`config.mk`:
```
export PLATFORM = sky130hd
export DESIGN_NAME = rr_dff_arbiter
export DESIGN_NICKNAME = d
export VERILOG_FILES = /design/src/rtl/rr_dff_arbiter.sv
export SDC_FILE = /design/constraint.sdc
export NUM_CORES = 1
export LEC_CHECK = 0
export ABC_AREA = 1
export CAP_MARGIN = 20
export CORE_MARGIN = 2
export CORE_UTILIZATION = 45
export CTS_CLUSTER_DIAMETER = 60
export DETAILED_ROUTE_END_ITERATION = 8
export PLACE_DENSITY = 0.85
export SYNTH_ARGS = -nofsm -noshare
export SYNTH_HDL_FRONTEND = slang
export SYNTH_SLANG_ARGS = --single-unit
```
`constraint.sdc`:
```
create_clock -name clk -period 2.6 [get_ports clk]
set_clock_uncertainty 0.2 [all_clocks]
set_input_delay 0.52 -clock clk [delete_from_list [all_inputs] [get_ports clk]]
set_output_delay 0.52 -clock clk [all_outputs]
set_load 0.01 [all_outputs]
```
`src/rtl/rr_dff_arbiter.sv`:
```
// Four-requester round-robin arbiter that owns the en/d pins of a shared WIDTH-bit enable register.
// Define RR_ARB_BURST_EN for bursts of up to MAX_BURST writes per grant; otherwise each grant writes once.

module rr_dff_en (
  input  logic clk,
  input  logic reset_n,
  input  logic en,
  input  logic d,
  output logic q
);
  logic q_q, q_d;

  always_comb begin
    q_d = en ? d : q_q;
  end

  always_ff @(posedge clk) begin
    if (!reset_n) q_q <= 1'b0;
    else          q_q <= q_d;
  end

  assign q = q_q;
endmodule

module rr_dff_arbiter #(
  parameter int WIDTH     = 8,
  parameter int MAX_BURST = 4
) (
  input  logic               clk,
  input  logic               reset_n,
  input  logic [3:0]         req,
  input  logic [4*WIDTH-1:0] wr_data,
  output logic [3:0]         grant,
  output logic [3:0]         ack,
  output logic               reg_en,
  output logic [WIDTH-1:0]   q
);
  typedef enum logic {IDLE, GRANT} state_t;

  if (MAX_BURST < 1 || MAX_BURST > 15) begin : g_burst_range
    $error("MAX_BURST must be in 1..15");
  end

  state_t     state_q, state_d;
  logic [1:0] win_q, win_d;
  logic [1:0] last_q, last_d;
  logic [3:0] grant_q, grant_d;
  logic [1:0] pick;
  logic       pick_vld;
  logic       last_write;
  logic [WIDTH-1:0] reg_d;

`ifdef RR_ARB_BURST_EN
  localparam logic [3:0] CNT_LAST = 4'(MAX_BURST - 1);
  logic [3:0] cnt_q, cnt_d;
  assign last_write = (cnt_q == CNT_LAST);
`else
  assign last_write = 1'b1;
`endif

  // Rotating priority search starting just after the last served requester.
  always_comb begin
    logic [1:0] idx;
    idx      = '0;
    pick     = '0;
    pick_vld = 1'b0;
    for (int k = 0; k < 4; k++) begin
      idx = last_q + 2'(k + 1);
      if (!pick_vld && req[idx]) begin
        pick     = idx;
        pick_vld = 1'b1;
      end
    end
  end

  assign reg_en = (state_q == GRANT) && req[win_q];
  assign ack    = reg_en ? grant_q : 4'b0000;
  assign grant  = grant_q;
  assign reg_d  = wr_data[32'(win_q)*WIDTH +: WIDTH];

  always_comb begin
    state_d = state_q;
    win_d   = win_q;
    last_d  = last_q;
    grant_d = grant_q;
`ifdef RR_ARB_BURST_EN
    cnt_d   = cnt_q;
`endif
    case (state_q)
      IDLE: begin
        if (pick_vld) begin
          state_d = GRANT;
          win_d   = pick;
          grant_d = 4'b0001 << pick;
`ifdef RR_ARB_BURST_EN
          cnt_d   = 4'd0;
`endif
        end
      end
      GRANT: begin
        if (!req[win_q] || last_write) begin
          state_d = IDLE;
          last_d  = win_q;
          grant_d = 4'b0000;
        end
`ifdef RR_ARB_BURST_EN
        else begin
          cnt_d = cnt_q + 4'd1;
        end
`endif
      end
      default: begin
        state_d = IDLE;
        grant_d = 4'b0000;
      end
    endcase
  end

  always_ff @(posedge clk) begin
    if (!reset_n) begin
      state_q <= IDLE;
      win_q   <= 2'd0;
      last_q  <= 2'd3;
      grant_q <= 4'b0000;
`ifdef RR_ARB_BURST_EN
      cnt_q   <= 4'd0;
`endif
    end else begin
      state_q <= state_d;
      win_q   <= win_d;
      last_q  <= last_d;
      grant_q <= grant_d;
`ifdef RR_ARB_BURST_EN
      cnt_q   <= cnt_d;
`endif
    end
  end

  // Shared storage: only the arbiter ever drives these enable cells.
  for (genvar b = 0; b < WIDTH; b++) begin : g_bit
    rr_dff_en u_cell (
      .clk     (clk),
      .reset_n (reset_n),
      .en      (reg_en),
      .d       (reg_d[b]),
      .q       (q[b])
    );
  end
endmodule

```
==> metrics.csv <==
stage;metric;value;unit
sta;final hold vios;0;
die;row count;19;
die;Initial Util;46.5;%
layout;P&R area growth vs syn;45.9;%
drt;1st-pass router iterations;4;
placed_design;Cells after DPL;289;
logic_synthesis;area leader, netlist;dfxtp_1;
layout;fraction of layout cells with a size suffix above 1;12.2;%
placed_design;port buffer count;54;
logic_synthesis;Seq/Total Area, Yosys;27.2;%
placed_design;gpl congestion;0.832;
sta;Slew headroom;72.2;%
drt;via/cell ratio;4.93;
layout;Ant. Diodes;0;
logic_synthesis;Yosys top cell area share;27.2;%
sta;setup violators final;0;
drt;total wire length;3210;um
layout;Final Non-Filler Cells;294;
critical_path;critical path class;input port to output pin;
global_route;GRT Util Overall;21.1;%
cts;# clock sinks;17;
die;Die Width;56.7;um
critical_path;CP cell instances;clkdlybuf4s50_1, o2111ai_1, nand2_1, buf_4, dlygate4sd2_1;
logic_synthesis;synth top area cells;dfxtp_1, nand2_1, nor2_1, o21ai_0, buf_4;
logic_synthesis;Distinct cells, synth;23;
global_route;vias in the first global route;1333;
logic_synthesis;Post-synth top cells;nand2_1, nor2_1, o21ai_0, dfxtp_1, inv_1;
die;DIE AREA;3220;um^2
logic_synthesis;Post-synth EDFFs;0;
layout;Util after Layout;67.9;%
logic_synthesis;Syn Inst Count;208;
logic_synthesis;Top FF cell, synth;dfxtp_1;
critical_path;crit path capture type;output pin;
drt;final antenna-violating net count;0;
sta;Hold Slack;0.287;ns
sta;unrepaired setup endpoints after global routing;false;
run_status;status;finished clean;
placed_design;HPWL Detailed;2540;um
die;IO Count;55;
cts;CTS Buf Count;3;
cts;worst skew pair latency;0.28;ns
sta;fin crit share;93.9;%
sta;Slew Limit Fails;0;
drt;wire per inst;10.9;um
sta;Tmin final;2.44;ns
power;PD cells;576;nW/um^2
placed_design;Cell Area, Placed;1810;um^2
logic_synthesis;FFs w/ async S/R, synth;0;%
critical_path;worst path arrival time;1.72;ns
die;core area;2690;um^2
logic_synthesis;Synth Cell Area;1250;um^2
power;leakage;0.828;nW
global_route;first-pass GRT wire length;5450;um
logic_synthesis;FF+latch count, synth;17;
cts;CTS Buffer Depth;2;
drt;DR vias;1449;
logic_synthesis;Syn Area/Cell;6.01;um^2
critical_path;r2r startpoint;last_q[0];
cts;CTS tree;yes;
global_route;total congestion overflow;0;
placed_design;worst slack at placement;-0.277;ns
critical_path;Critical Path Max Stage Delay;0.43;ns
layout;post-route cell area;1820;um^2
drt;DRC;0;
min_path;beginning of the worst hold path;grant[2];
global_route;largest net degree at the start of global routing;17;
critical_path;Data required, critical path;1.88;ns
critical_path;Worst path slowest cell;clkdlybuf4s50_1;
logic_synthesis;warnings from Yosys;0;
sta;Setup TNS;0;ns
global_route;initial antenna violation count;0;
layout;Nets;302;
layout;FILL cells;245;
cts;Reg clk slew, reported paths;0.10;ns
critical_path;CP Launch Type;input port;
critical_path;CP startpoint;req[0];
critical_path;cell family with most CP delay;buffers and inverters;
sta;Slew @ Worst Pin;0.417;ns
logic_synthesis;syn nets;246;
critical_path;largest fanout on the critical path;7;
critical_path;Bufs and invs on worst path;3;
cts;CTS root buffer;clkbuf_4;
power;Max IR drop VDD;462;uV
min_path;Min-Delay Path Class;flop to flop;
die;die height;56.7;um
layout;multi-input logic area;726;um^2
cts;# H-tree levels;1;
drt;number of DRC markers in iteration 0;26;
layout;register area;340;um^2
sta;slack of the critical path;0.158;ns
sta;max frequency;410;MHz
power;Final Power;1.05;mW
flow_run;Max-Cap Viols;0;
cts;hold buffers post-CTS;0;
logic_synthesis;most common cell in the netlist;nand2_1;
==> state kept, by name (all words and copies together) (netlist names) <==
signal / cells
g_bit.u_cell.q: 8
win_q: 2
last_q: 2
state_q: 1
grant: 4
==> layout make-up <==
class / instances / area share (%)
Timing Repair Buffer: 67 / 33.9
Tap cell: 31 / 2.13
Sequential cell: 17 / 18.7
Multi-Input combinational cell: 155 / 39.8
Inverter: 20 / 4.12
Clock buffer: 4 / 1.44
==> worst paths after layout <==
kind         endpoint  slack, ns  cells past startpoint
max            reg_en       0.16                      5
max reg2reg  win_q[0]       0.60                     11
min          grant[2]       0.29                      2
min reg2reg  grant[2]       0.29                      2
==> layout by cell type, fill, tap and decap left out <==
master	n
dfxtp_1	17
nand4_1	1
dlygate4sd2_1	2
buf_2	4
nor2_2	1
a31oi_1	8
a21oi_1	9
nand2_1	49
a21boi_1	1
o211ai_1	1
clkdlybuf4s50_1	47
nand2_2	2
nor2_1	40
dlymetal6s2s_1	1
inv_2	4
o21ai_0	26
clkinv_1	1
clkbuf_4	3
clkbuf_1	1
nand3_4	1
o2111ai_1	1
nor2_4	3
buf_4	13
nand2_4	1
inv_1	15
nand3_1	11
==> power breakdown <==
part	switching (mW)	internal, mW	leakage, nW
combinational	0.300	0.257	0.673
sequential	0.0426	0.309	0.140
clock	0.0817	0.0595	0.0150
total	0.425	0.625	0.828
==> kinds of logic (layout without fill, tap and decap cells) <==
logic type | Yosys count | count (layout) | synth area share (%)
compound gates | 46 | 46 | 19.9
simple gates | 109 | 109 | 38.1
flops | 17 | 17 | 27.2
buf+inv | 36 | 91 | 14.7
==> metal layers <==
layer,global-route usage (%),routed length (um)
met2,38.9,1650
met4,4.76,22
met3,4.15,180
met5,0,0
met1,24.9,1360
==> worst reg2reg max path: cells and delay by family, from the launching register on <==
family | cells | cell delay, ns
AO/OA/AOI/OAI | 1 | 0.11
flip-flops | 1 | 0.59
buffers and inverters | 1 | 0.20
AND/OR/NAND/NOR | 9 | 0.79
==> timing repair <==
action,CTS,global route
setup buffers,1,0
pin swaps,0,1
setup endpoints to repair,5,3
gates resized for setup,16,3
Note: power is estimated with default switching activity, not from simulation.
